### src/rtl/time_encoder_if.sv
// ============================================================================
//  Module   : time_encoder_if
//  Purpose  : Valid/ready load port carrying the packed {minute, second} word
//             from the keypad encoder to the countdown counter.
//  Revision : 1.0  initial release
// ============================================================================
`default_nettype none

interface time_encoder_if;
  logic [11:0] counter_out;
  logic        out_valid;
  logic        out_ready;

  modport master (output counter_out, output out_valid, input out_ready);
  modport slave  (input counter_out, input out_valid, output out_ready);
endinterface

`default_nettype wire

### src/rtl/time_encoder.sv
// ============================================================================
//  Module   : time_encoder
//  Purpose  : Shift-in BCD keypad entry encoded to a packed {min, sec} timer
//             word, range checked, delivered over a valid/ready load port.
//  Option   : TIME_ENCODER_NORMALIZE_EN - fold seconds 60..99 into minutes.
//  Revision : 1.0  initial release
// ============================================================================
`default_nettype none

module time_encoder #(
  parameter int MAX_MIN = 59,
  parameter int NDIG    = 4
) (
  input  wire logic                 clk,
  input  wire logic                 nrst,
  input  wire logic [3:0]           digit_in,
  input  wire logic                 digit_strobe,
  input  wire logic                 clear,
  input  wire logic                 commit,
  time_encoder_if.master            load,
  output logic                      err,
  output logic [NDIG*4-1:0]         entry_digits,
  output logic [2:0]                digit_count
);

  localparam int          BW        = NDIG * 4;
  localparam logic [2:0]  MAX_COUNT = 3'(NDIG);
  localparam logic [7:0]  MAX_MIN_W = 8'(MAX_MIN);

  typedef enum logic [1:0] {
    IDLE    = 2'd0,
    ENTRY   = 2'd1,
    CONVERT = 2'd2,
    HOLD    = 2'd3
  } state_t;

  state_t         state_q, state_d;
  logic [BW-1:0]  digits_q, digits_d;
  logic [2:0]     count_q, count_d;
  logic           err_q, err_d;
  logic           valid_q, valid_d;
  logic [11:0]    word_q, word_d;

  logic [6:0]     mins, secs;
  logic [7:0]     mins_adj;
  logic [6:0]     secs_adj;
  logic           range_bad;
  logic [11:0]    packed_time;

  // Decimal minutes/seconds from the four most recent digits
  always_comb begin
    mins = 7'(digits_q[BW-1 -: 4]) * 7'd10 + 7'(digits_q[BW-5 -: 4]);
    secs = 7'(digits_q[7:4]) * 7'd10 + 7'(digits_q[3:0]);
`ifdef TIME_ENCODER_NORMALIZE_EN
    if (secs > 7'd59) begin
      mins_adj = {1'b0, mins} + 8'd1;
      secs_adj = secs - 7'd60;
    end else begin
      mins_adj = {1'b0, mins};
      secs_adj = secs;
    end
    range_bad = (mins_adj > MAX_MIN_W);
`else
    mins_adj  = {1'b0, mins};
    secs_adj  = secs;
    range_bad = (secs > 7'd59) || (mins_adj > MAX_MIN_W);
`endif
    packed_time = {6'(mins_adj), 6'(secs_adj)};
  end

  always_comb begin
    state_d  = state_q;
    digits_d = digits_q;
    count_d  = count_q;
    err_d    = 1'b0;
    valid_d  = valid_q;
    word_d   = word_q;

    case (state_q)
      IDLE, ENTRY: begin
        if (clear) begin
          digits_d = '0;
          count_d  = '0;
          state_d  = IDLE;
        end else if (commit) begin
          state_d = CONVERT;
        end else if (digit_strobe) begin
          if (digit_in <= 4'd9) begin
            digits_d = {digits_q[BW-5:0], digit_in};
            count_d  = (count_q == MAX_COUNT) ? count_q : count_q + 3'd1;
            state_d  = ENTRY;
          end else begin
            err_d = 1'b1;
          end
        end
      end

      CONVERT: begin
        if (range_bad) begin
          err_d   = 1'b1;
          state_d = ENTRY;
        end else begin
          word_d  = packed_time;
          valid_d = 1'b1;
          state_d = HOLD;
        end
      end

      HOLD: begin
        // Keypad inputs, including clear, cannot abort a pending transfer
        if (valid_q && load.out_ready) begin
          valid_d  = 1'b0;
          digits_d = '0;
          count_d  = '0;
          state_d  = IDLE;
        end
      end

      default: state_d = IDLE;
    endcase
  end

  always_ff @(posedge clk or negedge nrst) begin
    if (!nrst) begin
      state_q  <= IDLE;
      digits_q <= '0;
      count_q  <= '0;
      err_q    <= 1'b0;
      valid_q  <= 1'b0;
      word_q   <= '0;
    end else begin
      state_q  <= state_d;
      digits_q <= digits_d;
      count_q  <= count_d;
      err_q    <= err_d;
      valid_q  <= valid_d;
      word_q   <= word_d;
    end
  end

  assign load.counter_out = word_q;
  assign load.out_valid   = valid_q;
  assign err              = err_q;
  assign entry_digits     = digits_q;
  assign digit_count      = count_q;

endmodule

`default_nettype wire
### src/flat_wrapper.sv
// flat-port wrapper written by rule: the top's interface ports become plain ports
module time_encoder_flat 
#(
  parameter int MAX_MIN = 59,
  parameter int NDIG    = 4
)
  (clk, nrst, digit_in, digit_strobe, clear, commit, err, entry_digits, digit_count, load_counter_out, load_out_valid, load_out_ready);
  time_encoder_if load_i ();
  input  wire logic clk;
  input  wire logic nrst;
  input  wire logic [3:0] digit_in;
  input  wire logic digit_strobe;
  input  wire logic clear;
  input  wire logic commit;
  output logic err;
  output logic [NDIG*4-1:0] entry_digits;
  output logic [2:0] digit_count;
  output wire logic [$bits(load_i.counter_out)-1:0] load_counter_out;
  output wire logic [$bits(load_i.out_valid)-1:0] load_out_valid;
  input wire logic [$bits(load_i.out_ready)-1:0] load_out_ready;
  assign load_counter_out = load_i.counter_out;
  assign load_out_valid = load_i.out_valid;
  assign load_i.out_ready = load_out_ready;
  time_encoder #(.MAX_MIN(MAX_MIN), .NDIG(NDIG)) u_core (.clk(clk), .nrst(nrst), .digit_in(digit_in), .digit_strobe(digit_strobe), .clear(clear), .commit(commit), .load(load_i), .err(err), .entry_digits(entry_digits), .digit_count(digit_count));
endmodule
### config.mk
export PLATFORM = sky130hd
export DESIGN_NAME = time_encoder_flat
export DESIGN_NICKNAME = d
export VERILOG_FILES = /design/src/rtl/time_encoder_if.sv /design/src/rtl/time_encoder.sv /design/src/flat_wrapper.sv
export SDC_FILE = /design/constraint.sdc
export NUM_CORES = 1
export LEC_CHECK = 0
export CAP_MARGIN = 25
export CELL_PAD_IN_SITES_DETAIL_PLACEMENT = 1
export CELL_PAD_IN_SITES_GLOBAL_PLACEMENT = 1
export CORE_UTILIZATION = 40
export DETAILED_ROUTE_END_ITERATION = 12
export HOLD_SLACK_MARGIN = 0.08
export PLACE_DENSITY = 0.8
export SLEW_MARGIN = 20
export SYNTH_ARGS = -nofsm -noshare
export SYNTH_HDL_FRONTEND = slang
export SYNTH_SLANG_ARGS = --single-unit
export TNS_END_PERCENT = 50
### constraint.sdc
create_clock -name clk -period 6.27 [get_ports clk]
set_clock_uncertainty 0.2 [all_clocks]
set_input_delay 1.881 -clock clk [delete_from_list [all_inputs] [get_ports clk]]
set_output_delay 1.881 -clock clk [all_outputs]
set_load 0.01 [all_outputs]
After elaboration in Yosys (flattened, before gate mapping)
Index checks and enable logic that the tools add are counted.

word-level totals
  register bits = 35
  bits of input ports = 10
  output and inout port bits = 33
  logic and storage cells = 67

cells by class
  add/subtract/negate cells = 3
  multiply operators = 2
  order comparisons = 3
  equality and inequality tests = 12
  muxes and demuxes = 29
  bitwise operators = 1
  reductions and logical operators = 11

operator list
  operator             count
  $mux 16              5
  $pmux 16 s2          1
  $mux 3               6
  $add 7x4->7          2
  $gt 7x6->1 const B   2
  $mul 4x3->6 const B  2
  $mux 2               6
  $ne 3x3->1 const B   3
  $mux 1               7
  $pmux 2 s3           1
  $pmux 3 s2           1
  $reduce_and 3->1     2
  $reduce_and 6->1     1
  $reduce_and 5->1     1
  $eq 2x2->1 const B   2
  $le 4x4->1 const B   1
  $ne 4x3->1 const B   1
  $ne 4x4->1 const B   1
  $pmux 1 s2           2
  $reduce_bool 2->1    2
  $add 3x1->3 const B  1
  $eq 3x3->1 const B   1
  $ne 3x2->1 const B   1
  $eq 2x1->1 const B   1
  other kinds (8)      8

Logic depth before layout (Yosys ltp)
Gate-level depths: netlist of the first run.

  word-level depth = 7
  mapped depth = 9
  mapped depth without buffers = 8

Worst setup path before layout of the first run
Ideal clock, no wire load.

  kind = input to register
  start = input port digit_in[1]
  end = register u_core.count_q[2] (netlist: u_core.digit_count[2])
  setup time = 0.122 ns
  arrival = 2.930 ns
  required time = 5.948 ns
  slack = 3.018 ns
  stages = 5
  path buffers = 0
  cell sequence = o21ai_0 nand4b_1 a21oi_1 nand2_1 a32o_1

between the ends
  longest elaborated chain between the ends = 3

ends and longest elaborated chain
  element                            line                 text
  from (decl)                        flat_wrapper.sv:11   input wire logic [3:0] digit_in;
  $le 4x4->1                         time_encoder.sv:88   if (digit_in <= 4'd9) begin
  $ne 3x2->1 (no source line)        -
  $reduce_and 6->1 (no source line)  -
  to (signal assigned)               time_encoder.sv:134  count_q <= count_d;
  to (decl)                          time_encoder.sv:39   logic [2:0] count_q, count_d;

Every way passes these cells.
A chain may end at the register's enable or synchronous reset.

Worst setup path in the final report of the first run
  start = input port digit_in[1]
  end = register u_core.digits_q[11] (netlist: u_core.entry_digits[11])

between the ends
  longest elaborated chain between the ends = 3

ends and longest elaborated chain
  element                            line                 text
  $le 4x4->1                         time_encoder.sv:88
  $ne 3x2->1 (no source line)        -
  $reduce_and 5->1 (no source line)  -
  to (signal assigned)               time_encoder.sv:133  digits_q <= digits_d;
  to (decl)                          time_encoder.sv:38   logic [BW-1:0] digits_q, digits_d;

Every way passes these cells.

==> results of run 1 <==
metrics by stage:
stage	instance area, um^2	hold WS [ns]	instances	util	power, uW
global placement	2475	0.2889	297	0.5205	931.2
CTS	2564	0.3132	305	0.5392	1116
detailed placement	2475	0.2965	297	0.5205	947.6
global route	2564	0.3326	305	0.5392	1196
finish	2564	0.3056	305	0.5392	1101
floorplan	2001	0.2884	194	-	719.3
synth_stat cells, types with 2 or more instances:
cell type and instances:
nor2b_1 2, xnor2_1 5, o21ai_0 20, inv_1 4, nor2_1 4, o21bai_1 2
mux2_2 12, fa_1 4, a31oi_1 2, nand2b_1 2, a21boi_0 2, buf_4 2
xor2_1 2, a21o_1 2, a21oi_1 8, nand3b_1 2, ha_1 15, clkbuf_1 5
dfrtp_1 35, nand3_1 4, nand2_1 40
logic make-up after synthesis:
group,Yosys count,synth area share
flip-flops,35,0.4378
AO/OA/AOI/OAI,45,0.1395
XOR/XNOR,7,0.03064
buffers and inverters,12,0.03001
AND/OR/NAND/NOR,64,0.1607
multiplexers,12,0.06754
adder cells (fa/ha/maj),19,0.1338
metal layers:
metal | wire length (um) | up-vias | GRT usage
met5 | 0 | - | 0
met4 | 35 | 0 | 0.04575
met2 | 1966 | 25 | 0.2960
li1 | - | 758 | -
met3 | 118 | 4 | 0.03867
met1 | 2204 | 749 | 0.2744
state kept, by name, indices dropped and copies added, names as in the netlist:
register	count
u_core.digit_count	3
u_core.err	1
u_core.state_q	2
u_core.entry_digits	16
u_core.load.out_valid	1
u_core.load.counter_out	12
worst max-delay path: cells and delay by family:
kind	cells	cell delay [ns]
AO/OA/AOI/OAI	3	1.08
AND/OR/NAND/NOR	2	0.34
buffers and inverters	1	0.41
worst max-delay path by stage:
stage / from / depth (start not counted) / endpoint / slack (ns)
floorplan: digit_in[1] / 5 / u_core.digit_count[2]$_DFFE_PN0P_ / 3.02
CTS: digit_in[1] / 6 / u_core.entry_digits[11]$_DFFE_PN0P_ / 2.48
global route: digit_in[1] / 6 / u_core.entry_digits[1]$_DFFE_PN0P_ / 2.21
finish: digit_in[1] / 6 / u_core.entry_digits[11]$_DFFE_PN0P_ / 2.48
detailed placement: digit_in[1] / 6 / u_core.entry_digits[11]$_DFFE_PN0P_ / 2.18
global placement: digit_in[1] / 6 / u_core.entry_digits[15]$_DFFE_PN0P_ / 2.25
layout by cell type (no fill, tap or decap), types with 2 or more instances in the layout:
cell             synthesis  layout
inv_1                    4       4
a31oi_1                  2       2
clkinvlp_4               0       2
a21boi_0                 2       2
nand3_1                  4       4
buf_4                    2       2
ha_1                    15      15
nand3b_1                 2       2
nand2_1                 40      40
a21o_1                   2       2
nor2_1                   4       4
clkdlybuf4s50_1          0      42
fa_1                     4       4
clkbuf_8                 0       5
dfrtp_1                 35      35
nand2b_1                 2       2
nor2b_1                  2       2
o21ai_0                 20      20
o21bai_1                 2       2
a21oi_1                  8       8
xnor2_1                  5       5
mux2_2                  12      12
xor2_1                   2       2
power by group through the flow:
stage,Clock [uW],Combinational (uW),Sequential (uW)
detailed placement,0,553,395
global placement,0,539,393
CTS,166,558,391
floorplan,0,312,408
finish,161,551,389
global route,175,616,406
cell type report:
| class | count | area share |
|---|---|---|
| inverter | 4 | 0.005857 |
| sequential | 35 | 0.3416 |
| tap | 67 | 0.03270 |
| timing repair buffer | 44 | 0.1698 |
| clock buffer | 5 | 0.02684 |
| multi-input combinational | 147 | 0.4153 |
| clock inverter | 3 | 0.007809 |
==> results by group, run 1 <==
Placement
  – GP Congestion: 0.7283
  – Pre-CTS setup slack: 2.182 ns
  – Port bufs: 42
  – Post-DP HPWL: 3265 um

Yosys
  – Seq/Total Area, Yosys: 0.4378
  – Synthesized area per cell: 10.31 um^2
  – Top-area cell type share of the netlist area: 0.4378
  – Syn nets: 223
  – Seq cells post-synth: 35
  – Cells after synthesis: 194
  – Synth warn: 0
  – Ys async rst share: 1.000
  – Top post-synthesis cells by area: dfrtp_1, ha_1, nand2_1, mux2_2, o21ai_0
  – Yosys cell types: 41
  – Synth Cell Area: 2001 um^2
  – EDFF count, synth: 0
  – Yosys top cell by area: dfrtp_1
  – Primary FF master, synth: dfrtp_1

CTS
  – Post-CTS Setup Bufs: 0
  – Clock buffer count from CTS: 5
  – Worst-Skew Late Latency: 0.29 ns
  – Root Driver: clkbuf_8
  – H-tree levels: 2
  – Post-cts resize count: 0
  – CTS tree: done
  – Hold buffers post-CTS: 0
  – CTS max path bufs: 2
  – Clk pin slew, worst setup/hold paths: 0.08 ns
  – Clk sinks: 35

Floorplan
  – Initial Util: 0.4208
  – Die width: 72.72 um
  – Core Area: 4755 um^2
  – Die Area: 5288 um^2
  – Num ports: 43
  – Die H: 72.72 um
  – Cell Rows: 25

Route
  – Final ANT Viol Nets: 0
  – Routed vias: 1,536
  – DR iter-0 viols: 39
  – Detailed-route DRC error count: 0
  – WL per Instance: 14.18 um
  – Vias/cell: 5.036
  – Detailed-route wire length: 4324 um
  – Pre-Repair DR Iteration Count: 4

Layout
  – Register cell area after layout: 875.8 um^2
  – Footprint of the multi-input gates: 1065 um^2
  – Layout Area Growth over Synthesis: 28.14%
  – Layout cell share with drive strength beyond 1: 0.1261
  – # diodes: 0
  – Fill cell total of the finished layout: 546
  – Final #Nets: 266

Run status
  – Outcome: finished clean

Power
  – Sequential share of power: 0.353
  – Comb power frac: 0.500
  – Switching Fraction: 0.3954
  – Worst vdd ir: 0.2565 mV
  – P_leak: 0.001153 uW
  – Int Power: 665.9 uW
  – Clock power share: 0.147
  – PD cells: 429.6 nW/um^2
  – Switch Pwr: 435.5 uW

Global routing
  – First-pass GRT wire length: 7700 um
  – Initial antenna violation count: 0
  – Total grt overflow: 0
  – Vias in the first global route: 1,586
  – Largest net degree at the start of global routing: 36
  – GRT Util Overall: 0.1907

Timing
  – Final worst setup slack: 2.483 ns
  – Finish-stage setup viols: 0
  – Max frequency: 264.1 MHz
  – Min cycle time layout: 3.787 ns
  – Max-slew violation count: 0
  – Fin crit share: 0.6039
  – Slew headroom: 0.3533
  – Final hold violation count: 0
  – Slew @ Worst Pin: 0.9629 ns
  – Post-Route Setup TNS: 0 ns
  – RSZ-0062 raised after global routing: no

Setup path
  – Worst R2R Start: u_core.entry_digits[5]$_DFFE_PN0P_
  – Reg-to-reg critical path endpoint: u_core.load.counter_out[8]$_DFFE_PN0P_
  – R2r worst-path depth: 8
  – CP Launch Type: input pin
  – Crit path kind: input pin to register
  – Crit Path Max Fanout: 32
  – R2R Setup Slk: 2.63 ns
  – Setup crit end kind: register
  – CP dominant cell by count: o21ai_0
  – Critical-path cell with the highest stage delay: o21ai_0
  – Worst EP required: 6.20 ns
  – CP max stage delay: 0.49 ns
  – Crit-path cells: clkdlybuf4s50_1 -> o21ai_0 -> nand3b_1 -> a21o_1 -> nand2_1 -> o21ai_0
  – Worst EP arrival: 3.72 ns

Run
  – Max Cap Viol: 0

Hold path
  – Hold Path Sink: u_core.load.counter_out[10]$_DFFE_PN0P_
  – WHS Path Cells: 1
  – Min-Delay Startpoint: u_core.load.counter_out[10]$_DFFE_PN0P_
  – Worst Hold Class: register to register
Note: power is estimated with default switching activity, not from simulation.
==> run 2, diff against run 1 <==
--- a/config.mk
+++ b/config.mk
@@ -8,10 +8,10 @@
 export CAP_MARGIN = 25
 export CELL_PAD_IN_SITES_DETAIL_PLACEMENT = 1
 export CELL_PAD_IN_SITES_GLOBAL_PLACEMENT = 1
-export CORE_UTILIZATION = 40
+export CORE_UTILIZATION = 35
 export DETAILED_ROUTE_END_ITERATION = 12
 export HOLD_SLACK_MARGIN = 0.08
-export PLACE_DENSITY = 0.8
+export PLACE_DENSITY = 0.74
 export SLEW_MARGIN = 20
 export SYNTH_ARGS = -nofsm -noshare
 export SYNTH_HDL_FRONTEND = slang
==> constraint.sdc (replaced) <==
create_clock -name clk -period 3.3 [get_ports clk]
set_clock_uncertainty 0.2 [all_clocks]
set_input_delay 0.99 -clock clk [delete_from_list [all_inputs] [get_ports clk]]
set_output_delay 0.99 -clock clk [all_outputs]
set_load 0.01 [all_outputs]
==> results by group, run 2 (synthesis gave the netlist of run 1 again) <==
Floorplan
  – Cell Rows: 27
  – Die width: 77.61 um
  – Num ports: 43
  – Die H: 77.61 um
  – Die Area: 6023 um^2
  – Core Area: 5507 um^2
  – Initial Util: 0.3633

Route
  – Final ANT Viol Nets: 0
  – Pre-Repair DR Iteration Count: 4
  – Vias/cell: 5.035
  – Detailed-route wire length: 4712 um
  – DR iter-0 viols: 40
  – Routed vias: 1,601
  – WL per Instance: 14.82 um
  – Detailed-route DRC error count: 0

CTS
  – Clk sinks: 35
  – Worst-Skew Late Latency: 0.29 ns
  – CTS tree: done
  – Post-CTS Setup Bufs: 0
  – Hold buffers post-CTS: 0
  – Post-cts resize count: 0
  – Clk pin slew, worst setup/hold paths: 0.07 ns
  – Clock buffer count from CTS: 5
  – CTS max path bufs: 2
  – Root Driver: clkbuf_8
  – H-tree levels: 2

Power
  – Comb power frac: 0.522
  – Clock power share: 0.156
  – PD cells: 836.2 nW/um^2
  – Switching Fraction: 0.3789
  – Int Power: 1378 uW
  – Tot Pwr: 2219 uW
  – P_leak: 0.001210 uW
  – Switch Pwr: 840.9 uW
  – Worst vdd ir: 0.3473 mV
  – Sequential share of power: 0.322

Layout
  – Max reg flops: 16
  – Most frequent cells in the layout: clkdlybuf4s50_1, nand2_1, dfrtp_1
  – Final #Nets: 274
  – Final Instance Area: 2654 um^2
  – # diodes: 0
  – Commonest non-fill, non-tap cell in the layout: clkdlybuf4s50_1
  – Register cell area after layout: 875.8 um^2
  – Footprint of the multi-input gates: 1065 um^2
  – Fill cell total of the finished layout: 621
  – Layout Area Growth over Synthesis: 32.65%
  – Layout cell share with drive strength beyond 1: 0.1504

Timing
  – Min cycle time layout: 3.130 ns
  – Slew @ Worst Pin: 0.4685 ns
  – Worst hold slack: 0.3090 ns
  – Final worst setup slack: 0.1697 ns
  – Finish-stage setup viols: 0
  – Slew headroom: 0.6877
  – Final hold violation count: 0
  – Max frequency: 319.5 MHz
  – RSZ-0062 raised after global routing: no
  – Fin crit share: 0.9486
  – Max-slew violation count: 0
  – Post-Route Setup TNS: 0 ns

Run status
  – Outcome: finished clean

Setup path
  – Worst EP required: 3.28 ns
  – Setup crit end kind: register
  – Worst EP arrival: 3.11 ns
  – Crit path kind: register to register
  – CP Launch Type: register
  – Crit Path Max Fanout: 8

Global routing
  – Total grt overflow: 0
  – Initial antenna violation count: 0
  – First-pass GRT wire length: 8135 um
  – Largest net degree at the start of global routing: 36
  – Vias in the first global route: 1,725
  – GRT Util Overall: 0.1760

Placement
  – Instance area at placement: 2554 um^2
  – GP Congestion: 0.8280
  – Post-DP HPWL: 3584 um
  – Port bufs: 42
  – Pre-CTS setup slack: 0.1571 ns

Hold path
  – Worst Hold Class: register to register

Run
  – Max Cap Viol: 0
[run 2: changes by cell type in the layout (fill, tap and decap cells not counted)]
| cell | previous run | this run |
|---|---|---|
| buf_12 | 0 | 1 |
| buf_4 | 2 | 9 |
| clkbuf_1 | 0 | 1 |
| clkbuf_8 | 5 | 7 |
| clkinv_2 | 1 | 0 |
| clkinvlp_4 | 2 | 0 |
[run 2: worst max-delay path: stages, from the launching register on]
cell and delay [ns]:
dfrtp_1 0.44, ha_1 0.33, ha_1 0.21, fa_1 0.46, a21boi_0 0.14, o2bb2ai_1 0.13, and4bb_2 0.27, nor4_4 0.28
buf_4 0.21, mux2_2 0.35
[run 2: layer usage]
layer,wire (um),track usage
met5,0,0
met4,85,0.06792
met3,125,0.03647
met2,2383,0.3071
met1,2118,0.2110
[run 2: through the flow]
step / utilization / cells
floorplan: - / 194
global placement: 0.4638 / 310
detailed placement: 0.4638 / 310
CTS: 0.4819 / 318
global route: 0.4819 / 318
finish: 0.4819 / 318
[run 2: final cells by class]
cell class | instances | share of cell area
Multi-Input combinational cell | 147 | 0.4012
Tap cell | 72 | 0.03395
Timing Repair Buffer | 52 | 0.1914
Sequential cell | 35 | 0.3300
Inverter | 4 | 0.005658
Clock buffer | 8 | 0.03772
[run 2: final timing paths]
check / startpoint / depth (start not counted) / slack [ns] / to
setup / recovery: u_core.entry_digits[13]$_DFFE_PN0P_ / 9 / 0.17 / u_core.load.counter_out[7]$_DFFE_PN0P_
hold / removal: u_core.load.counter_out[3]$_DFFE_PN0P_ / 1 / 0.31 / u_core.load.counter_out[3]$_DFFE_PN0P_
setup reg to reg: u_core.entry_digits[13]$_DFFE_PN0P_ / 9 / 0.17 / u_core.load.counter_out[7]$_DFFE_PN0P_
hold reg to reg: u_core.load.counter_out[3]$_DFFE_PN0P_ / 1 / 0.31 / u_core.load.counter_out[3]$_DFFE_PN0P_
max in group asynchronous: nrst / 2 / 1.65 / u_core.entry_digits[15]$_DFFE_PN0P_
min in group asynchronous: nrst / 2 / 0.91 / u_core.entry_digits[2]$_DFFE_PN0P_
[run 2: power groups by stage]
stage,registers [uW],logic [uW],clock network (uW)
detailed placement,727,1170,0
floorplan,774,592,0
global placement,722,1140,0
CTS,719,1180,359
global route,743,1270,377
finish,716,1160,346
==> run 3, diff against run 2 <==
--- a/config.mk
+++ b/config.mk
@@ -12,6 +12,7 @@
 export DETAILED_ROUTE_END_ITERATION = 12
 export HOLD_SLACK_MARGIN = 0.08
 export PLACE_DENSITY = 0.74
+export RECOVER_POWER = 25
 export SLEW_MARGIN = 20
 export SYNTH_ARGS = -nofsm -noshare
 export SYNTH_HDL_FRONTEND = slang
==> results by group, run 3 (synthesis gave the netlist of run 1 again) <==
Layout
  – Final std cells w/o fill: 318
  – Final #Nets: 274
  – Most frequent cells in the layout: clkdlybuf4s50_1, nand2_1, dfrtp_1
  – Max reg flops: 16
  – Layout cell share with drive strength beyond 1: 0.1504
  – # diodes: 0
  – Commonest non-fill, non-tap cell in the layout: clkdlybuf4s50_1
  – Layout Area Growth over Synthesis: 32.52%

Setup path
  – Crit path kind: register to register
  – CP Launch Type: register
  – Worst EP arrival: 3.11 ns
  – Crit Path Max Fanout: 8
  – Setup crit end kind: register
  – R2r worst-path depth: 9
  – Worst EP required: 3.28 ns

Route
  – Pre-Repair DR Iteration Count: 4
  – Routed vias: 1,601
  – WL per Instance: 14.81 um
  – Detailed-route wire length: 4711 um
  – DR iter-0 viols: 40
  – Vias/cell: 5.035
  – Final ANT Viol Nets: 0
  – Detailed-route DRC error count: 0

Floorplan
  – Cell Rows: 27
  – Die Area: 6023 um^2
  – Initial Util: 0.3633
  – Die H: 77.61 um
  – Core Area: 5507 um^2
  – Die width: 77.61 um
  – Num ports: 43

Timing
  – Max-slew violation count: 0
  – Fin crit share: 0.9486
  – Max frequency: 319.5 MHz
  – Slew @ Worst Pin: 0.9081 ns
  – Min cycle time layout: 3.130 ns
  – Final hold violation count: 0
  – RSZ-0062 raised after global routing: no
  – Post-Route Setup TNS: 0 ns
  – Slew headroom: 0.3946
  – Finish-stage setup viols: 0

CTS
  – CTS max path bufs: 2
  – Post-cts resize count: 0
  – Root Driver: clkbuf_8
  – Clk sinks: 35
  – Clk pin slew, worst setup/hold paths: 0.07 ns
  – Clock buffer count from CTS: 5
  – Post-CTS Setup Bufs: 0
  – Hold buffers post-CTS: 0
  – CTS tree: done
  – Worst-Skew Late Latency: 0.29 ns
  – H-tree levels: 2

Run
  – Max Cap Viol: 0

Hold path
  – WHS Path Cells: 1
  – Worst Hold Class: register to register

Placement
  – Port bufs: 42
  – GP Congestion: 0.8280
  – Post-DP HPWL: 3584 um
  – Placed insts: 310

Global routing
  – Met2 usage: 0.3071
  – Initial antenna violation count: 0
  – Met3 global-route usage: 0.03647
  – Met1 GRT Util: 0.2110
  – Vias in the first global route: 1,725
  – GRT Util Overall: 0.1760
  – Most used routing layer: met2
  – Total grt overflow: 0
  – Largest net degree at the start of global routing: 36
  – First-pass GRT wire length: 8135 um

Power
  – P_leak: 0.001210 uW
  – Worst vdd ir: 0.3473 mV
  – PD cells: 836.8 nW/um^2

Run status
  – Outcome: finished clean
## run 3: worst max-delay path: stages (launching register included)
cell	delay, ns
dfrtp_1	0.44
ha_1	0.33
ha_1	0.21
fa_1	0.46
a21boi_0	0.14
o2bb2ai_1	0.13
and4bb_2	0.27
nor4_4	0.28
buf_4	0.21
mux2_2	0.35
## run 3: path summary, 6_finish.rpt
kind,from,slack (ns),to
setup / recovery,u_core.entry_digits[13]$_DFFE_PN0P_,0.17,u_core.load.counter_out[7]$_DFFE_PN0P_
min in group asynchronous,nrst,1.15,u_core.entry_digits[2]$_DFFE_PN0P_
setup reg to reg,u_core.entry_digits[13]$_DFFE_PN0P_,0.17,u_core.load.counter_out[7]$_DFFE_PN0P_
hold reg to reg,u_core.load.counter_out[3]$_DFFE_PN0P_,0.31,u_core.load.counter_out[3]$_DFFE_PN0P_
hold / removal,u_core.load.counter_out[3]$_DFFE_PN0P_,0.31,u_core.load.counter_out[3]$_DFFE_PN0P_
max in group asynchronous,nrst,1.18,u_core.entry_digits[15]$_DFFE_PN0P_
## run 3: power breakdown
group	switching [uW]	internal [uW]	total, uW	leakage (uW)
Clock	155	191	346	0.0000515
Sequential	135	581	716	0.000469
Combinational	551	606	1160	0.000689
Total	841	1380	2220	0.00121
## run 3: metrics by stage
stage	hold WS, ns	total power (uW)	worst slack, ns	cell area, um^2	util
floorplan	0.2884	1367	0.1786	2001	-
global placement	0.2909	1859	0.2506	2554	0.4638
detailed placement	0.2993	1897	0.1571	2554	0.4638
CTS	0.3163	2256	0.1524	2654	0.4819
global route	0.3334	2391	0.05847	2651	0.4815
finish	0.3090	2218	0.1697	2651	0.4815
## run 3: area by class of cell
type | instances | area [um^2]
fill | 622 | 2855
multi-input combinational | 147 | 1065
sequential | 35 | 875.8
timing repair buffer | 52 | 505.5
clock buffer | 8 | 100.1
tap | 72 | 90.09
inverter | 4 | 15.01
## run 3: layer usage
layer,up-vias,routed length [um]
li1,775,-
met1,792,2117
met2,27,2383
met3,7,125
met4,0,85
met5,-,0
